--- src/rtl/multicycle_sequencer.sv ---
// Multicycle instruction sequencer: FETCH/DECODE/EXECUTE/MEMORY/WRITEBACK with sticky HALT and ERROR.
// Optional build macro SEQ_RETIRE_CNT_EN adds the 32-bit retired-instruction counter port.
module multicycle_sequencer #(
    parameter int MEM_TIMEOUT = 15
) (
    input  logic        clk,
    input  logic        rst,
    input  logic        run,
    input  logic        op_load,
    input  logic        op_store,
    input  logic        op_regwr,
    input  logic        op_halt,
    input  logic        mem_ready,
    output logic        ir_en,
    output logic        pc_en,
    output logic        rf_we,
    output logic        dm_we,
    output logic        mem_req,
    output logic        wb_sel,
    output logic        busy,
    output logic        halted,
    output logic        error,
    output logic [2:0]  state
`ifdef SEQ_RETIRE_CNT_EN
    ,
    output logic [31:0] retired
`endif
);

    typedef enum logic [2:0] {
        S_IDLE      = 3'd0,
        S_FETCH     = 3'd1,
        S_DECODE    = 3'd2,
        S_EXECUTE   = 3'd3,
        S_MEMORY    = 3'd4,
        S_WRITEBACK = 3'd5,
        S_HALT      = 3'd6,
        S_ERROR     = 3'd7
    } state_t;

    // Last wait-counter value still allowed; a miss there is the final wait cycle.
    localparam logic [7:0] WAIT_LAST = 8'(MEM_TIMEOUT - 1);

    state_t     state_q;
    state_t     state_d;
    logic       ld_q;
    logic       st_q;
    logic       rw_q;
    logic [7:0] wait_cnt;

    always_ff @(posedge clk or negedge rst) begin
        if (!rst) begin
            state_q <= S_IDLE;
            ld_q    <= 1'b0;
            st_q    <= 1'b0;
            rw_q    <= 1'b0;
        end else begin
            state_q <= state_d;
            if (state_q == S_DECODE) begin
                ld_q <= op_load;
                st_q <= op_store;
                rw_q <= op_regwr;
            end
        end
    end

    always_ff @(posedge clk or negedge rst) begin
        if (!rst) begin
            wait_cnt <= 8'd0;
        end else if (state_q != S_MEMORY) begin
            wait_cnt <= 8'd0;
        end else if (!mem_ready) begin
            wait_cnt <= wait_cnt + 8'd1;
        end
    end

    // Memory handshake: mem_req stays high for the whole MEMORY stay; a cycle with
    // mem_req=1 and mem_ready=1 completes the access, and dm_we is valid only in that cycle.
    always_comb begin
        state_d = state_q;
        ir_en   = 1'b0;
        pc_en   = 1'b0;
        rf_we   = 1'b0;
        dm_we   = 1'b0;
        mem_req = 1'b0;
        wb_sel  = 1'b0;
        busy    = 1'b0;
        halted  = 1'b0;
        error   = 1'b0;
        case (state_q)
            S_IDLE: begin
                if (run) state_d = S_FETCH;
            end
            S_FETCH: begin
                busy    = 1'b1;
                ir_en   = 1'b1;
                state_d = S_DECODE;
            end
            S_DECODE: begin
                busy    = 1'b1;
                state_d = op_halt ? S_HALT : S_EXECUTE;
            end
            S_EXECUTE: begin
                busy = 1'b1;
                if (ld_q || st_q) begin
                    state_d = S_MEMORY;
                end else if (rw_q) begin
                    state_d = S_WRITEBACK;
                end else begin
                    pc_en   = 1'b1;
                    state_d = run ? S_FETCH : S_IDLE;
                end
            end
            S_MEMORY: begin
                busy    = 1'b1;
                mem_req = 1'b1;
                if (mem_ready) begin
                    // A load wins when both flags are latched; the store is dropped.
                    if (ld_q) begin
                        state_d = S_WRITEBACK;
                    end else begin
                        dm_we   = 1'b1;
                        pc_en   = 1'b1;
                        state_d = run ? S_FETCH : S_IDLE;
                    end
                end else if (wait_cnt == WAIT_LAST) begin
                    state_d = S_ERROR;
                end
            end
            S_WRITEBACK: begin
                busy    = 1'b1;
                rf_we   = 1'b1;
                wb_sel  = ld_q;
                pc_en   = 1'b1;
                state_d = run ? S_FETCH : S_IDLE;
            end
            S_HALT: begin
                halted = 1'b1;
            end
            S_ERROR: begin
                error = 1'b1;
            end
            default: begin
                state_d = S_IDLE;
            end
        endcase
    end

    assign state = state_q;

`ifdef SEQ_RETIRE_CNT_EN
    always_ff @(posedge clk or negedge rst) begin
        if (!rst) begin
            retired <= 32'd0;
        end else if (pc_en) begin
            retired <= retired + 32'd1;
        end
    end
`endif

endmodule
--- config.mk ---
export PLATFORM = sky130hd
export DESIGN_NAME = multicycle_sequencer
export DESIGN_NICKNAME = d
export VERILOG_FILES = /design/src/rtl/multicycle_sequencer.sv
export SDC_FILE = /design/constraint.sdc
export NUM_CORES = 1
export LEC_CHECK = 0
export CAP_MARGIN = 15
export CORE_MARGIN = 5
export CORE_UTILIZATION = 48
export CTS_CLUSTER_DIAMETER = 30
export DETAILED_ROUTE_END_ITERATION = 10
export PLACE_DENSITY = 0.77
export SLEW_MARGIN = 20
export SYNTH_ARGS = -nofsm -noshare
export SYNTH_HDL_FRONTEND = slang
export SYNTH_SLANG_ARGS = --single-unit
--- constraint.sdc ---
create_clock -name clk -period 1.95 [get_ports clk]
set_clock_uncertainty 0.15 [all_clocks]
set_input_delay 0.195 -clock clk [delete_from_list [all_inputs] [get_ports clk]]
set_output_delay 0.195 -clock clk [all_outputs]
set_load 0.1 [all_outputs]
==> summary.md, run 1 <==
| Metric | Value |
|---|---|
| GR Util All Layers | `16.9%` |
| Total number of vias | `between 700 and 800` |
| Global-route congestion overflow total | `0` |
| Ys Warns | `0` |
| Starting utilization of the core area | `between 50% and 60%` |
| Terminus of the critical flop-to-flop path | `state[2]$_DFFE_PN0P_` |
| FP Rows | `15` |
| Number of search-and-repair iterations in the first detailed-routing pass | `4` |
| Number of DRC violations after detailed routing | `0` |
| Fmax achieved | `approximately 470 MHz` |
| Leading cell types in the layout, fill and taps excluded | `sky130_fd_sc_hd__nor2_1 (13), sky130_fd_sc_hd__buf_12 (12), sky130_fd_sc_hd__dfrtp_1 (11)` |
| Most area-hungry cell type in the Yosys netlist | `sky130_fd_sc_hd__dfrtp_1` |
| Cell-by-cell trace of the critical path | `nand2b_4, or4b_4, o21ai_4, buf_12` |
| Register bit count reported by yosys | `14` |
| Wire length of the first global-routing pass | `around 3500 um` |
| Share of final-layout standard cells stronger than drive strength 1 | `between 40% and 50%` |
| Area of the die | `between 0.002 and 0.003 sq mm` |
| Total I/O pin count | `20` |
| Routed via count divided by cell count | `5.49` |
| Most used DFF post-synth | `sky130_fd_sc_hd__dfrtp_1` |
| Most common library cell in the layout ignoring fill and taps | `sky130_fd_sc_hd__nor2_1` |
| Number of enable flip-flop cells after synthesis | `0` |
| Chip Height | `approximately 52 um` |
| Worst EP required | `1600 ps` |
| Critical Path Source Type | `flip-flop` |
| Relative slew slack | `between 50% and 60%` |
| Post-synthesis instance area | `865 sq um` |
| Root buffer cell | `sky130_fd_sc_hd__clkbuf_4` |
| Vias in the first global route | `about 780` |
| HPWL after detailed placement | `1440 um` |
| Number of buffers created by CTS | `3` |
| Clk buf depth | `2` |
| Post-DP Area | `between 0.001 and 0.0015 sq mm` |
| Sequential share of the synthesized area | `between 40% and 50%` |
| Die extent in x | `around 52 um` |
| Worst slack, placed | `around 90 ps` |
| CTS H-tree depth | `1` |
| Worst hold path type | `in2async` |
| Slowest CP cell | `sky130_fd_sc_hd__or4b_4` |
| Synthesized area per cell | `~10 sq um` |
| Number of routed nets with antenna violations | `0` |
| Final Critical Period | `2140 ps` |
| Maximum cell stage delay along the critical path | `between 500 and 600 ps` |
| Number of DRC markers in iteration 0 | `15` |
| Number of standard cells after synthesis | `89` |
| Slew at the pin closest to its max-slew limit | `about 620 ps` |
| Number of I/O port buffers | `19` |
| Net count after synthesis | `between 90 and 100` |
| TritonCTS clock tree | `yes` |
| CTS clock-pin slew for the worst setup and hold paths | `approximately 80 ps` |
| Largest fanout on the critical path | `3` |
| Critical Path Sink Type | `primary output` |
| RePlAce Congestion | `around 0.77` |
| Antenna cells | `0` |
| Count of unique library cells instantiated by Yosys | `35` |
| Fin area | `~0.0014 sq mm` |
| Number of nets in the layout | `126` |
| Pin count of the biggest net entering global routing | `15` |
| Total detailed-routing wirelength | `just over 2000 um` |
| Crit path DAT | `between 1500 and 2000 ps` |
| Core area | `0.00173 sq mm` |
| Routed wire length per instance | `roughly 15 um` |
| Fin. Hold Viols | `0` |
| Violated checks | `negative setup slack` |
| Start of the worst register-to-register path | `state[1]$_DFFE_PN0P_` |
| Crit Path Category | `reg2out` |
| Number of setup violations in the final report | `1` |
| Synth area leaders | `sky130_fd_sc_hd__dfrtp_1 (41%), sky130_fd_sc_hd__nor2_1 (6.1%), sky130_fd_sc_hd__xor2_1 (6.1%)` |
| Setup repair after global routing missed its margin | `true` |
| Number of cells on the worst reg-to-reg path | `6` |
| Total count of max-transition violations in the final report | `0` |
| Run status | `complete, but fails checks` |
| Initial antenna violation count | `0` |
| Register-to-register setup slack | `240 ps` |
| Worst-case setup margin in the final layout | `-192 ps` |
| Proportion of synthesized flip-flops having asynchronous set or reset | `100%` |
| Final period utilization | `110%` |
| Clock tree sinks | `14` |
| Max-cap viol count | `0` |
| Clock latency on the worst-skew pair | `~290 ps` |
| Area growth from synthesis to layout | `58.5%` |
| Share of the synthesized area in the top cell type | `40.5%` |
-- cell type report --
| class | instances | area (sq um) |
|---|---|---|
| flip-flops and latches | 14 | 362 |
| inverters | 3 | 15.0 |
| well taps | 25 | 31.3 |
| fillers | 111 | 357 |
| multi-input cells | 66 | 548 |
| repair buffers | 28 | 378 |
| clock buffers | 4 | 36.3 |
-- metal layers --
| layer | routed length, um | global-route usage [%] | vias to the layer above |
|---|---|---|---|
| met4 | 38 | 8.51 | 0 |
| met2 | 1010 | 27.7 | 26 |
| met1 | 872 | 20.5 | 373 |
| li1 | - | - | 364 |
| met3 | 118 | 3.99 | 5 |
| met5 | 0 | 0 | - |
-- critical path: cells and delay by family (launching register included) --
kind	cells	cell delay (ps)
compound gates	1	160
flops	1	490
buf+inv	1	190
simple gates	2	660
-- sequential cells by signal, summed over array words and instances (netlist names) --
signal / flops
wait_cnt: 8
state: 3
ld_q: 1
rw_q: 1
st_q: 1
-- cell families after synthesis --
family / share of synthesized area, %
simple gates: 27.6
compound gates: 13.6
flops: 40.5
buf+inv: 4.34
xor+xnor: 7.09
mux: 3.91
fa+ha+maj: 2.89
-- synthesized netlist by cell type (2+ instances only) --
cell / count
sky130_fd_sc_hd__buf_2: 3
sky130_fd_sc_hd__nor2_1: 14
sky130_fd_sc_hd__mux2_2: 3
sky130_fd_sc_hd__inv_1: 3
sky130_fd_sc_hd__nand2_1: 2
sky130_fd_sc_hd__nor3b_1: 3
sky130_fd_sc_hd__nand3_1: 3
sky130_fd_sc_hd__ha_1: 2
sky130_fd_sc_hd__clkbuf_1: 3
sky130_fd_sc_hd__xor2_1: 6
sky130_fd_sc_hd__nor2b_1: 3
sky130_fd_sc_hd__a21oi_1: 5
sky130_fd_sc_hd__and3_1: 3
sky130_fd_sc_hd__dfrtp_1: 14
sky130_fd_sc_hd__nand4b_1: 2
-- repair_timing --
action,4_1_cts,5_1_grt
hold buffers,0,0
cloned,0,0
endpoints found under the setup margin,3,4
gates resized for setup,3,1
pin swaps,1,2
setup buffers,1,4
-- stage by stage --
stage	std cells	hold WS (ps)	util [%]	setup TNS, ps
after CTS	137	153	77.7	-192
after floorplan	89	-251	-	-728
after detailed placement	132	378	74.4	0
final	140	136	79.3	-192
after global routing	140	166	79.3	-242
after global placement	132	373	74.4	0
-- worst max path at each step --
stage / to / from / slack [ps] / cells after the start
after floorplan: pc_en / state[2]$_DFFE_PN0P_ / -290 / 3
after global placement: pc_en / state[2]$_DFFE_PN0P_ / 110 / 4
after detailed placement: pc_en / state[2]$_DFFE_PN0P_ / 90 / 4
after CTS: pc_en / state[2]$_DFFE_PN0P_ / -190 / 4
after global routing: pc_en / state[2]$_DFFE_PN0P_ / -240 / 4
final: pc_en / state[2]$_DFFE_PN0P_ / -190 / 4
Power of run 1 is not shown: default switching activity piles up to over one toggle a cycle in this logic, so the estimate is an artifact.
==> inputs of run 2 (changes only) <==
--- a/config.mk
+++ b/config.mk
@@ -7,10 +7,11 @@
 export LEC_CHECK = 0
 export CAP_MARGIN = 15
 export CORE_MARGIN = 5
-export CORE_UTILIZATION = 48
+export CORE_UTILIZATION = 58
 export CTS_CLUSTER_DIAMETER = 30
 export DETAILED_ROUTE_END_ITERATION = 10
-export PLACE_DENSITY = 0.77
+export DONT_BUFFER_PORTS = 1
+export PLACE_DENSITY = 0.74
 export SLEW_MARGIN = 20
 export SYNTH_ARGS = -nofsm -noshare
 export SYNTH_HDL_FRONTEND = slang
==> summary.md, run 2 (synthesized netlist as in run 1, its figures left out) <==
| Metric | Value |
|---|---|
| Run status | `complete, but fails checks` |
| Violated checks | `negative setup slack` |
| Wire length of the first global-routing pass | `4150 um (+20%)` |
| Total area of sequential cells | `362 sq um (unchanged)` |
| Total detailed-routing wirelength | `2700 um (+33%)` |
| FP Rows | `14 (-1)` |
| Final period utilization | `112% (+2.6 points)` |
| HPWL after detailed placement | `1420 um (-1.3%)` |
| Slew at the pin closest to its max-slew limit | `680 ps (+55.7 ps)` |
| Maximum cell stage delay along the critical path | `520 ps (about the same)` |
| Starting utilization of the core area | `59.5% (+9.4 points)` |
| Number of buffers created by CTS | `3 (unchanged)` |
| Routed via count divided by cell count | `6.54 (+19%)` |
| Flip-flop count of the largest register after layout | `8 (unchanged)` |
| Post-DP Area | `0.00116 sq mm (-9.8%)` |
| Max-cap viol count | `0 (unchanged)` |
| Area growth from synthesis to layout | `49.8%` |
| Instance count after placement with tap cells included | `115 (-13%)` |
| Largest fanout on the critical path | `3 (unchanged)` |
| Number of nets in the layout | `123 (-2.4%)` |
| Root buffer cell | `sky130_fd_sc_hd__clkbuf_4` |
| Largest delay share family, worst path | `simple AND/OR/NAND/NOR gates` |
| Total number of vias | `837 (+9.0%)` |
| Worst EP required | `1600 ps (about the same)` |
| TritonCTS clock tree | `yes` |
| Leading cell types in the layout, fill and taps excluded | `sky130_fd_sc_hd__nor2_1 (13), sky130_fd_sc_hd__dfrtp_1 (11), sky130_fd_sc_hd__buf_12 (10)` |
| Clock tree sinks | `14 (unchanged)` |
| Routed wire length per instance | `21.1 um (+45%)` |
| Area of the die | `0.00236 sq mm (-14%)` |
| Number of search-and-repair iterations in the first detailed-routing pass | `4 (unchanged)` |
| Non-filler cells, final | `128 (-8.6%)` |
| Share of final-layout standard cells stronger than drive strength 1 | `39.3% (-2.5 points)` |
| Antenna cells | `0 (unchanged)` |
| Worst-case setup margin in the final layout | `-242 ps (-50.2 ps)` |
| Number of setup violations in the final report | `2 (+1)` |
| Critical Path Sink Type | `primary output` |
| CTS clock-pin slew for the worst setup and hold paths | `100 ps (+20 ps)` |
| Chip Height | `48.6 um (-7.3%)` |
| Crit Path Category | `reg2out` |
| Clk buf depth | `2 (unchanged)` |
| Clock latency on the worst-skew pair | `290 ps (about the same)` |
| Number of I/O port buffers | `0 (-19)` |
| Pin count of the biggest net entering global routing | `15 (unchanged)` |
| Relative slew slack | `54.5% (-3.7 points)` |
| Critical Path Source Type | `flip-flop` |
| Final Critical Period | `2190 ps (+50.2 ps)` |
| Post-Route Setup TNS | `-250 ps (-58.0 ps)` |
| # fillers | `66 (-41%)` |
| Slowest CP cell | `sky130_fd_sc_hd__or4b_4` |
| CTS H-tree depth | `1 (unchanged)` |
| Global-route congestion overflow total | `0 (unchanged)` |
| Multi-input combinational cell area | `542 sq um (-1.1%)` |
| Total I/O pin count | `20 (unchanged)` |
| Most common library cell in the layout ignoring fill and taps | `sky130_fd_sc_hd__nor2_1` |
| Setup repair after global routing missed its margin | `true` |
| Total count of max-transition violations in the final report | `0 (unchanged)` |
| Fin area | `0.00129 sq mm (-5.5%)` |
| Tightest hold margin | `37.0 ps (-98.6 ps)` |
| Core area | `0.00145 sq mm (-16%)` |
| GR Util All Layers | `22.8% (+5.9 points)` |
| Count of buffer and inverter cells on the critical path | `1 (unchanged)` |
| Crit path DAT | `1850 ps (+50 ps)` |
| Die extent in x | `48.6 um (-7.3%)` |
| Fmax achieved | `456 MHz (-2.3%)` |
| Number of routed nets with antenna violations | `0 (unchanged)` |
| Initial antenna violation count | `0 (unchanged)` |
| Number of DRC violations after detailed routing | `0 (unchanged)` |
| RePlAce Congestion | `0.860 (+12%)` |
| Vias in the first global route | `813 (+4.9%)` |
| Worst hold path type | `in2reg` |
| Cell-by-cell trace of the critical path | `nand2b_4, or4b_4, o21ai_4, buf_12` |
| Most flops, register | `wait_cnt` |
| Fin. Hold Viols | `0 (unchanged)` |
| Number of DRC markers in iteration 0 | `33 (+18)` |
[run 2: cell count changes in the layout (fill, tap and decap cells not counted), sizes merged]
cell,previous run,this run
dlygate4sd3,0,7
clkdlybuf4s50,7,0
buf,21,18
[run 2: worst register-to-register path, cell delays in order (launching register included)]
cell and delay (ps):
sky130_fd_sc_hd__dfrtp_4 490, sky130_fd_sc_hd__buf_4 190, sky130_fd_sc_hd__and2b_4 210, sky130_fd_sc_hd__nor3b_1 150
sky130_fd_sc_hd__a221oi_2 310, sky130_fd_sc_hd__a21oi_1 120
[run 2: per-layer routing]
layer | global-route usage [%] | up-vias | routed length, um
met4 | 11.2 | 0 | 189
met5 | 0 | - | 0
met1 | 25.8 | 404 | 946
li1 | - | 359 | -
met2 | 38.5 | 52 | 1370
met3 | 6.75 | 22 | 198
[run 2: path summary, 6_finish.rpt]
| path | startpoint | endpoint | slack, ps | depth (start not counted) |
|---|---|---|---|---|
| min in group asynchronous | rst | state[1]$_DFFE_PN0P_ | 220 | 1 |
| worst max register to register | state[2]$_DFFE_PN0P_ | state[2]$_DFFE_PN0P_ | 210 | 5 |
| max in group asynchronous | rst | state[0]$_DFFE_PN0P_ | 930 | 1 |
| worst min register to register | wait_cnt[7]$_DFFE_PN0P_ | wait_cnt[7]$_DFFE_PN0P_ | 410 | 2 |
| worst max-delay path | state[2]$_DFFE_PN0P_ | pc_en | -240 | 4 |
| worst min-delay path | mem_ready | wait_cnt[4]$_DFFE_PN0P_ | 40 | 3 |
[run 2: area by class of cell]
cell class / count / area share (%)
multi-input cells: 66 / 41.8
flip-flops and latches: 14 / 27.9
repair buffers: 25 / 25.5
clock buffers: 4 / 2.03
well taps: 16 / 1.55
inverters: 3 / 1.16
[run 2: metrics by stage]
step / utilization (%) / worst slack [ps]
after floorplan: - / -295
after detailed placement: 79.7 / 81.2
after CTS: 87.2 / -207
after global routing: 89.1 / -268
after global placement: 79.7 / 134
final: 89.1 / -242
[run 2: repair_timing]
item | in CTS | in global routing
buffers inserted | 1 | 1
resized for setup | 4 | 2
endpoints found under the setup margin | 4 | 6
hold buffers | 6 | 1
pin swaps | 2 | 1
endpoints found under the hold margin | 22 | 1
Power of run 2 is left out for the same reason.
